File: config.mk
export PLATFORM = sky130hd
export DESIGN_NAME = shift_issue_stage
export DESIGN_NICKNAME = d
export VERILOG_FILES = /design/src/rtl/shift_pkg.sv /design/src/rtl/shift_pipe_reg.sv /design/src/rtl/shift_issue_stage.sv
export SDC_FILE = /design/constraint.sdc
export NUM_CORES = 1
export LEC_CHECK = 0
export BUFFER_PORTS_ARGS = -buffer_cell sky130_fd_sc_hd__buf_4
export CELL_PAD_IN_SITES_DETAIL_PLACEMENT = 0
export CELL_PAD_IN_SITES_GLOBAL_PLACEMENT = 1
export CORE_AREA = 4 4 148 164
export DETAILED_ROUTE_END_ITERATION = 7
export DIE_AREA = 0 0 152 168
export GPL_TIMING_DRIVEN = 0
export PLACE_DENSITY = 0.87
export SLEW_MARGIN = 20
export SYNTH_ARGS = -nofsm -noshare
export SYNTH_HDL_FRONTEND = slang
export SYNTH_SLANG_ARGS = --single-unit
File: constraint.sdc
create_clock -name clk -period 2.11 [get_ports clk]
set_input_delay 0.211 -clock clk [delete_from_list [all_inputs] [get_ports clk]]
set_output_delay 0.211 -clock clk [all_outputs]
set_load 0.02 [all_outputs]
File: src/rtl/shift_pkg.sv
// Shared decode constants, op-select encoding and shift helpers for the
// RV32I shift issue stage.
package shift_pkg;

  localparam logic [2:0] F3_SLL  = 3'b001;
  localparam logic [2:0] F3_SR   = 3'b101;
  localparam logic [6:0] F7_BASE = 7'h00;
  localparam logic [6:0] F7_SRA  = 7'h20;

  typedef enum logic [1:0] {
    SLL = 2'd0,
    SRL = 2'd1,
    SRA = 2'd2,
    ILL = 2'd3
  } op_sel_e;

  // Shifter modes per instance slot: slot0 logical-left, slot1 logical-right, slot2 arithmetic-right
  localparam logic [5:0] SHIFT_MODES = {2'd3, 2'd2, 2'd0};

  typedef struct packed {
    logic [2:0]  funct3;
    logic [6:0]  funct7;
    logic        op_imm;
    logic        imm_hi;
    logic [4:0]  shamt;
    logic [31:0] rs1;
    logic [4:0]  rd;
  } s1_t;

  typedef struct packed {
    logic [31:0] result;
    logic [4:0]  rd;
    logic        illegal;
  } s2_t;

  function automatic op_sel_e decode_op(input logic [2:0] funct3, input logic [6:0] funct7,
                                        input logic op_imm, input logic imm_hi);
    op_sel_e op;
    op = ILL;
    // RV32 immediates cannot encode a 6-bit shamt
    if (!(op_imm && imm_hi)) begin
      if (funct3 == F3_SLL && funct7 == F7_BASE)     op = SLL;
      else if (funct3 == F3_SR && funct7 == F7_BASE) op = SRL;
      else if (funct3 == F3_SR && funct7 == F7_SRA)  op = SRA;
    end
    return op;
  endfunction

  function automatic logic [31:0] shift32(input logic [31:0] data, input logic [4:0] amt,
                                          input logic [1:0] mode);
    logic [31:0] r;
    case (mode)
      2'd0:    r = data << amt;
      2'd2:    r = data >> amt;
      2'd3:    r = $signed(data) >>> amt;
      default: r = '0;
    endcase
    return r;
  endfunction

endpackage

File: src/rtl/shift_pipe_reg.sv
// Valid/data pipeline register slice with advance enable and flush.
module shift_pipe_reg #(
  parameter int W = 8
) (
  input  logic         clk,
  input  logic         rst_n,
  input  logic         flush_i,
  input  logic         adv_i,
  input  logic         valid_i,
  input  logic [W-1:0] data_i,
  output logic         valid_o,
  output logic [W-1:0] data_o
);

  logic         valid_q, valid_d;
  logic [W-1:0] data_q, data_d;

  always_comb begin
    valid_d = valid_q;
    data_d  = data_q;
    if (flush_i) begin
      valid_d = 1'b0;
    end else if (adv_i) begin
      valid_d = valid_i;
      // Payload only moves with a valid beat so a stalled output stays stable
      if (valid_i) data_d = data_i;
    end
  end

  always_ff @(posedge clk or negedge rst_n) begin
    if (!rst_n) begin
      valid_q <= 1'b0;
      data_q  <= '0;
    end else begin
      valid_q <= valid_d;
      data_q  <= data_d;
    end
  end

  assign valid_o = valid_q;
  assign data_o  = data_q;

endmodule

File: src/rtl/shift_issue_stage.sv
// Two-stage RV32I shift front-end: S1 registers the decoded fields, S2
// registers the selected shifter result. Valid/ready on both sides.
module shift_issue_stage
  import shift_pkg::*;
#(
  parameter int CNT_W = 16
) (
  input  logic             clk,
  input  logic             rst_n,
  input  logic             flush,
  input  logic             in_valid,
  output logic             in_ready,
  input  logic [2:0]       in_funct3,
  input  logic [6:0]       in_funct7,
  input  logic             in_op_imm,
  input  logic [31:0]      in_rs1,
  input  logic [31:0]      in_rs2,
  input  logic [5:0]       in_imm,
  input  logic [4:0]       in_rd,
  output logic             out_valid,
  input  logic             out_ready,
  output logic [31:0]      out_result,
  output logic [4:0]       out_rd,
  output logic             out_illegal,
  output logic [CNT_W-1:0] op_count
);

  s1_t              s1_d, s1_q;
  s2_t              s2_d, s2_q;
  logic             s1_valid, s2_valid, s1_adv, s2_adv;
  logic [CNT_W-1:0] count_d, count_q;
  op_sel_e          op_sel;
  logic [31:0]      shift_res [3];
  logic             rs2_unused;

  assign rs2_unused = ^in_rs2[31:5];

  assign s2_adv   = !s2_valid || out_ready;
  assign s1_adv   = s1_valid && s2_adv;
  assign in_ready = flush || !s1_valid || s1_adv;

  always_comb begin
    s1_d        = '0;
    s1_d.funct3 = in_funct3;
    s1_d.funct7 = in_funct7;
    s1_d.op_imm = in_op_imm;
    s1_d.imm_hi = in_imm[5];
    s1_d.shamt  = in_op_imm ? in_imm[4:0] : in_rs2[4:0];
    s1_d.rs1    = in_rs1;
    s1_d.rd     = in_rd;
  end

  shift_pipe_reg #(.W($bits(s1_t))) u_s1 (
    .clk     (clk),
    .rst_n   (rst_n),
    .flush_i (flush),
    .adv_i   (in_ready),
    .valid_i (in_valid),
    .data_i  (s1_d),
    .valid_o (s1_valid),
    .data_o  (s1_q)
  );

  assign op_sel = decode_op(s1_q.funct3, s1_q.funct7, s1_q.op_imm, s1_q.imm_hi);

  for (genvar gi = 0; gi < 3; gi++) begin : g_shift
    assign shift_res[gi] = shift32(s1_q.rs1, s1_q.shamt, SHIFT_MODES[gi*2 +: 2]);
  end

  always_comb begin
    s2_d    = '0;
    s2_d.rd = s1_q.rd;
    case (op_sel)
      SLL:     s2_d.result = shift_res[0];
      SRL:     s2_d.result = shift_res[1];
      SRA:     s2_d.result = shift_res[2];
      default: s2_d.illegal = 1'b1;
    endcase
  end

  shift_pipe_reg #(.W($bits(s2_t))) u_s2 (
    .clk     (clk),
    .rst_n   (rst_n),
    .flush_i (flush),
    .adv_i   (s2_adv),
    .valid_i (s1_valid),
    .data_i  (s2_d),
    .valid_o (s2_valid),
    .data_o  (s2_q)
  );

  // A flushed cycle is not a delivered result, even if out_ready was high
  assign count_d = (s2_valid && out_ready && !flush) ? count_q + CNT_W'(1) : count_q;

  always_ff @(posedge clk or negedge rst_n) begin
    if (!rst_n) count_q <= '0;
    else        count_q <= count_d;
  end

  assign out_valid   = s2_valid;
  assign out_result  = s2_q.result;
  assign out_rd      = s2_q.rd;
  assign out_illegal = s2_q.illegal;
  assign op_count    = count_q;

endmodule

=== Word level (Yosys, flattened, before mapping) ===
Cells that the tools add are included.

* Input port bits: 91
* Word-level logic and storage cells: 46
* Output and inout bits: 56
* Bits in registers: 110

* Mux-type cells: 11
* Reduce and logical (&&, ||, !) cells: 20
* Equal/unequal tests: 5
* Add/subtract/negate cells: 1
* Shift-type cells: 3
* Bitwise gates (word level): 1

{| class="wikitable"
|+ Operators with widths
! kind !! number
|-
| 32-bit one-hot mux with 3 select lines || 1
|-
| 32-bit by 5-bit << shifter with 32-bit output || 1
|-
| 32-bit by 5-bit >> shifter with 32-bit output || 1
|-
| 32-bit by 5-bit >>> shifter with 32-bit output || 1
|-
| 16-bit by 1-bit adder with 16-bit output, second input constant || 1
|-
| 7-bit by 6-bit == test with 1-bit output, second input constant || 1
|-
| 1-bit logical AND || 7
|-
| 7-bit zero test || 1
|-
| 1-bit 2-to-1 mux || 6
|-
| 2-bit 2-to-1 mux || 3
|-
| 3-bit AND reduction || 2
|-
| 5-bit 2-to-1 mux || 1
|-
| 2-bit nonzero test || 2
|-
| 3-bit by 1-bit == test with 1-bit output, second input constant || 1
|-
| 3-bit == test, second input constant || 1
|-
| 1-bit zero test || 3
|-
| 1-bit logical OR || 3
|-
| 3-bit OR reduction || 1
|-
| 2-bit by 1-bit == test with 1-bit output, second input constant || 1
|-
| 2-bit == test, second input constant || 1
|-
| 2-bit zero test || 1
|-
| 1-bit NOT || 1
|}

=== Logic depth before layout (Yosys ltp) ===
Gate-level depths: netlist of the first run.

* Depth in word-level cells: 9
* Depth in mapped cells: 11
* Gate-level depth less buffers: 6

=== Hierarchy ===
Synthesis of the first run repeated with hierarchy kept, for this count alone.

* Cells, all modules: 854
* Area, all modules: 9495.4 um2

{| class="wikitable"
|+ By module, submodules not included
! module !! seq. area each (um2) !! cells each !! area each (um2) !! instances
|-
| shift_issue_stage || 400.4 || 652 || 5634.2 || 1
|-
| shift_pipe_reg (u_s1) || 1376.3 || 118 || 2304.7 || 1
|-
| shift_pipe_reg (u_s2) || 975.9 || 84 || 1556.5 || 1
|}

=== Worst setup path before layout of the first run ===
Ideal clock, no wire load.

* Path kind: register to register
* Start: register u_s1.data_q[37], in the netlist u_s1.data_o[37]
* End: register u_s2.data_q[36], in the netlist u_s2.data_o[36]
* Data arrival time: 1.941 ns
* Buffers on the path: 3
* Setup time: 0.132 ns
* Stages on the path, launching flop included: 8
* Slack: 0.037 ns
* Clock period less this slack: 2.073 ns
* Required time: 1.978 ns
* Path through: dfrtp_1 > buf_6 > buf_6 > buf_6 > mux4_2 > mux4_2 > a22oi_1 > o21ai_1

* Longest elaborated chain between the ends: 2
* Elaborated cells between the ends (all ways): 4
* Classes of those cells: 3 x shift; 1 x mux

{| class="wikitable"
|+ RTL lines
! element !! line !! RTL
|-
| start: declaration || shift_pipe_reg.sv:16 || <nowiki>logic [W-1:0] data_q, data_d;</nowiki>
|-
| start signal: assignment || shift_pipe_reg.sv:36 || <nowiki>data_q <= data_d;</nowiki>
|-
| 32-bit by 5-bit >>> shifter with 32-bit output, or another cell as far along || shift_pkg.sv:55 || <nowiki>2'd3: r = $signed(data) >>> amt;</nowiki>
|-
| 32-bit one-hot mux with 3 select lines (*) || shift_issue_stage.sv:73 || <nowiki>case (op_sel)</nowiki>
|-
| end signal: assignment || shift_pipe_reg.sv:36 ||
|-
| end: declaration || shift_pipe_reg.sv:16 ||
|}

Every way passes the cells marked *; elsewhere a longest branch is shown, timed or not.
A chain may end at the register's enable or synchronous reset.

=== Final worst setup path of the first run ===
* Start: register u_s1.data_q[37], in the netlist u_s1.data_o[37]
* End: register u_s2.data_q[37], in the netlist u_s2.data_o[37]

The elaborated chain is that of the path after synthesis.

==> results of run 1 <==
==> cell type report <==
type | instances | area (µm²)
multi-input combinational | 719 | 6470
tap | 300 | 375
clock buffer | 9 | 225
sequential | 110 | 2760
fill | 2146 | 10700
clock inverter | 7 | 87.6
inverter | 8 | 36.3
buffer | 86 | 719
timing repair buffer | 158 | 1290
==> where the power goes <==
| group | switching, mW | internal [mW] | total (mW) | leakage (nW) |
|---|---|---|---|---|
| combinational | 3.07 | 2.30 | 5.37 | 3.45 |
| sequential | 0.321 | 2.32 | 2.65 | 1.39 |
| clock | 0.951 | 0.852 | 1.80 | 0.148 |
| total | 4.34 | 5.48 | 9.82 | 4.99 |
==> how the worst min path moves through the flow <==
stage	from	slack, ns	depth (start not counted)	to
after floorplan	rst_n	-0.08	0	op_count[0]
after global placement	flush	0.41	2	u_s2.valid_o
after detailed placement	rst_n	0.19	1	u_s1.data_o[26]
after CTS	flush	0.04	2	u_s2.valid_o
after global routing	flush	0.06	2	u_s2.valid_o
final	flush	0.04	2	u_s2.valid_o
==> flip-flops by register name, indices dropped and copies added (netlist names) <==
| register | flops |
|---|---|
| op_count | 16 |
| u_s1.data_o | 54 |
| u_s2.valid_o | 1 |
| u_s1.valid_o | 1 |
| u_s2.data_o | 38 |
==> synthesized netlist by cell type, types with 8 or more instances <==
| cell | number |
|---|---|
| a22oi_1 | 9 |
| nand4_1 | 11 |
| a21oi_1 | 47 |
| and3_1 | 8 |
| nor2_1 | 57 |
| nor2b_1 | 8 |
| mux4_2 | 37 |
| a32oi_1 | 12 |
| o31ai_1 | 9 |
| o22ai_1 | 20 |
| o21ai_1 | 14 |
| nand2_1 | 100 |
| buf_2 | 23 |
| mux2_2 | 75 |
| a211oi_1 | 8 |
| mux2i_1 | 84 |
| nand3_1 | 22 |
| o21ai_0 | 31 |
| dfrtp_1 | 110 |
| nor3_1 | 21 |
| o211ai_1 | 14 |
| xnor2_1 | 10 |
| clkbuf_1 | 53 |
==> routing by layer <==
metal	vias up	share of wire
met3	188	0.090
met2	654	0.45
met4	0	0.063
li1	3860	-
met5	-	0
met1	4506	0.39
==> logic make-up (layout without fill, tap and decap cells) <==
kind of cell | count (synthesis) | count (layout) | synth area share
adders and majority gates | 1 | 1 | 0.00140
AOI/OAI and AO/OA | 233 | 233 | 0.180
and+or+nand+nor | 262 | 262 | 0.139
xor gates and xnor gates | 15 | 15 | 0.0147
muxes | 208 | 208 | 0.300
buffers and inverters | 100 | 268 | 0.0564
DFF | 110 | 110 | 0.309
==> repair_timing <==
action                                 CTS  global route
endpoints found under the hold margin   53             0
setup buffers                           22            14
hold buffers                             1             0
resized for setup                      226            68
pin swaps                               23            16
setup endpoints to repair               89            38
cloned                                   1             1
==> flow_summary.toml, run 1 <==
[outcome]
status = "finished, violations left"
failed_checks = "negative setup slack"

[power_and_ir_drop]
power_density_nw_per_um2 = 821
power_mw = 9.82
ir_drop_v = 0.000460
p_leak_nw = 4.99

[synth]
synth-main-ff-cell = "dfrtp_1"
syn_nets = 1021
yosys_warnings = 0
synth_cell_type_count = 77
synth_area_per_cell_um2 = 9.60
async_reset_ff_frac = 1.00
yosys.area.top_type = "dfrtp_1"
ys_ff_latch = 110
synth_edf_count = 0
postSynthCellCount = 929
yosys.area.top_type_share = 0.309
syn_area_um2 = 8920
ys_seq_area_frac = 0.309
synthTopCellsByArea = "dfrtp_1, mux2_2, mux2i_1"

[worst_setup_path]
r2r_start = "u_s1.data_o[37]"
cpPeakStageDelay_ns = 0.49
cp-endpoint = "u_s2.data_o[37]"
crit_slowest_cell = "mux4_2"
criticalPathCategory = "reg2reg"
crit_required_ns = 2.36
path_cells = "buf_6, buf_4, mux2_2, mux4_2, mux2i_4, nor3_1, nor3_2, o21ai_1"
critical_path_depth = 8
start_kind = "flop"
worstPathMaxFanout = 5
r2r_end = "u_s2.data_o[37]"
cp-end-kind = "flop"
critPathArrivalTime_ns = 2.70
worst_r2r_path_depth = 8
critPathTopFamily = "multiplexers"
path_buf_inv = 2
worstSetupStartpoint = "u_s1.data_o[37]"
rrSetupSlack_ns = -0.33

[finish]
antenna_cells = 0
fin_util = 0.528
stdcell_area_um2 = 12000
final_common_cell = "buf_4"
final_net_count = 1184
final_cell_mix = "buf_4, dfrtp_1, nand2_1"
areaGrowthSynthToFinish_pct = 34.1
layout-drive-gt1-share = 0.453
stdcell_count = 1397

[timing]
finalCriticalPeriod_ns = 2.44
period_share = 1.16
setup_ws_ns = -0.335
max_freq_mhz = 409
relSlewSlack = 0.500
setup_viol = 33
hold_violations = 0
whs_ns = 0.0397
drv_slew = 0
rsz0062_at_grt = "true"
tns_ns = -5.98
fin_skew_ns = 0.0132
tightest_slew_ns = 0.750

[floorplanning]
die_area_um2 = 25500
die_w_um = 152
io_pins = 147
rows = 58
die_h_um = 168
start_util = 0.394
core_um2 = 22600

[routing]
via_per_inst = 6.59
wire_per_inst_um = 29.2
ant_nets = 0
first_iter_violations = 1379
detailedRoute.firstPassIterationCount = 6
drc = 0
wirelength_mm = 40.9
vias = 9208

[clock_tree]
insertion_delay_ns = 0.38
htree_levels = 3
cts_tree = "yes"
cts_buffer_depth = 2
clk_pin_slew_ns = 0.09
numCtsBuffers = 9
cts-root-buf = "clkbuf_16"
cts_sinks = 110

[place]
dp.cells = 1348
place_congestion = 1.03
place_ws_ns = -1.03
io_buffers = 118
place_area_um2 = 10200
hpwl_mm = 30.8

[worst_hold_path]
min_path_type = "in2reg"

[grt]
met3_usage = 0.0596
use_met1 = 0.406
grt.busiest_layer = "met2"
globalRouteOverflowTotal = 0
grt_pass1_vias = 8958
antenna_found_initial = 0
grt_max_degree = 58
grtUsageTotal = 0.309
grt_pass1_wl_mm = 60.3
use_met2 = 0.490

[run]
maxCapViolations = 0
No activity file was read; power rests on OpenSTA's default activity.
==> run 2, diff against run 1 <==
- CELL_PAD_IN_SITES_DETAIL_PLACEMENT: 0 -> default
- CELL_PAD_IN_SITES_GLOBAL_PLACEMENT: 1 -> default
- CORE_AREA: 4 4 148 164 -> 4 4 129 144
- DIE_AREA: 0 0 152 168 -> 0 0 133 148
- PLACE_DENSITY: 0.87 -> 0.88
==> flow_summary.toml, run 2 (same netlist as run 1, synthesis figures left out) <==
[outcome]
status = "finished, violations left"
failed_checks = "design-rule violations, negative hold slack, negative setup slack"

[clock_tree]
cts-root-buf = "clkbuf_16"
cts_sinks = 110
htree_levels = 3
insertion_delay_ns = 0.39
clk_pin_slew_ns = 0.09
cts_tree = "yes"
cts_buffer_depth = 2
numCtsBuffers = 9

[finish]
fin_util = 0.723
final_common_cell = "buf_4"
final_net_count = 1185
largest_reg_flops = 54
areaGrowthSynthToFinish_pct = 37.4
layout-drive-gt1-share = 0.486
final_cell_mix = "buf_4, dfrtp_1, nand2_1"

[worst_setup_path]
criticalPathCategory = "reg2reg"
critPathArrivalTime_ns = 2.65
path_cells = "buf_6, buf_12, mux4_2, mux2i_1, and2_1, a2111o_1, o31ai_1, or3_1"
worstPathMaxFanout = 6
cp-end-kind = "flop"
crit_slowest_cell = "mux4_2"
cpPeakStageDelay_ns = 0.59
worst_r2r_path_depth = 8
start_kind = "flop"
crit_required_ns = 2.38

[floorplanning]
die_h_um = 148
core_um2 = 17000
die_w_um = 133
start_util = 0.526
io_pins = 147
rows = 50
die_area_um2 = 19700

[routing]
wirelength_mm = 42.9
via_per_inst = 7.37
ant_nets = 0
detailedRoute.firstPassIterationCount = 8
first_iter_violations = 1682
vias = 9818
drc = 44
wire_per_inst_um = 32.2

[timing]
setup_ws_ns = -0.272
fin_skew_ns = 0.0116
finalCriticalPeriod_ns = 2.38
setup_viol = 31
whs_ns = -0.0570
tns_ns = -6.14
drv_slew = 0
rsz0062_at_grt = "true"
period_share = 1.13
tightest_slew_ns = 1.00
relSlewSlack = 0.333
max_freq_mhz = 420
hold_violations = 65

[power_and_ir_drop]
power_density_nw_per_um2 = 844
ir_drop_v = 0.000518
p_leak_nw = 5.11

[grt]
globalRouteOverflowTotal = 0
grt_max_degree = 111
grt_pass1_wl_mm = 61.4
grtUsageTotal = 0.418
grt_pass1_vias = 9324
antenna_found_initial = 0

[run]
maxCapViolations = 0

[place]
place_ws_ns = -0.965
place_congestion = 1.10
hpwl_mm = 30.6
io_buffers = 118

[worst_hold_path]
min_path_type = "in2async"
==> run 2: area by class of cell <==
class | count | area, µm²
Sequential cell | 110 | 2760
Fill cell | 1210 | 4700
Antenna cell | 1 | 2.50
Buffer | 83 | 728
Clock buffer | 9 | 225
Tap cell | 234 | 293
Multi-Input combinational cell | 719 | 6700
Clock inverter | 7 | 101
Inverter | 8 | 36.3
Timing Repair Buffer | 162 | 1420
==> run 2: metal layers <==
layer	up-vias	GRT usage	share of wire
met5	-	0	0
met2	901	0.643	0.43
li1	3869	-	-
met3	327	0.133	0.13
met4	0	0.260	0.096
met1	4721	0.511	0.35
==> run 2: final timing paths <==
kind	from	end	slack [ns]
max in group asynchronous	rst_n	u_s1.data_o[40]	1.43
setup reg to reg	u_s1.data_o[37]	u_s2.data_o[25]	-0.27
min in group clk	flush	u_s2.valid_o	0.03
hold reg to reg	op_count[15]	op_count[15]	0.48
setup / recovery	u_s1.data_o[37]	u_s2.data_o[25]	-0.27
hold / removal	rst_n	op_count[10]	-0.06
==> run 2: through the flow <==
step / total power, mW / cells / area (µm²) / hold slack (ns)
2_1_floorplan: 5.18 / 929 / 8920 / -0.0846
3_3_place_gp: 6.77 / 1281 / 10100 / 0.412
3_5_place_dp: 6.75 / 1281 / 10100 / 0.424
4_1_cts: 9.36 / 1318 / 11400 / 0.0128
5_1_grt: 10.5 / 1332 / 12300 / 0.0233
6_report: 10.3 / 1333 / 12300 / -0.0570
==> run 2: repair_timing <==
action	in CTS	in global routing
setup endpoints to repair	92	63
buffers inserted	23	15
hold buffers	0	0
gates cloned	2	5
resized for setup	220	147
pin swaps	26	46
==> run 2: power breakdown <==
group	total (mW)	switching, mW	internal [mW]
Combinational	5.74	3.26	2.48
Clock	1.89	1.02	0.873
Sequential	2.71	0.390	2.32
==> run 2: worst max-delay path: cells and delay by family, from the launching register on <==
family | cells | cell delay [ns]
multiplexers | 2 | 0.88
AND/OR/NAND/NOR | 2 | 0.50
flip-flops | 1 | 0.35
buffers and inverters | 2 | 0.33
AO/OA/AOI/OAI | 2 | 0.20
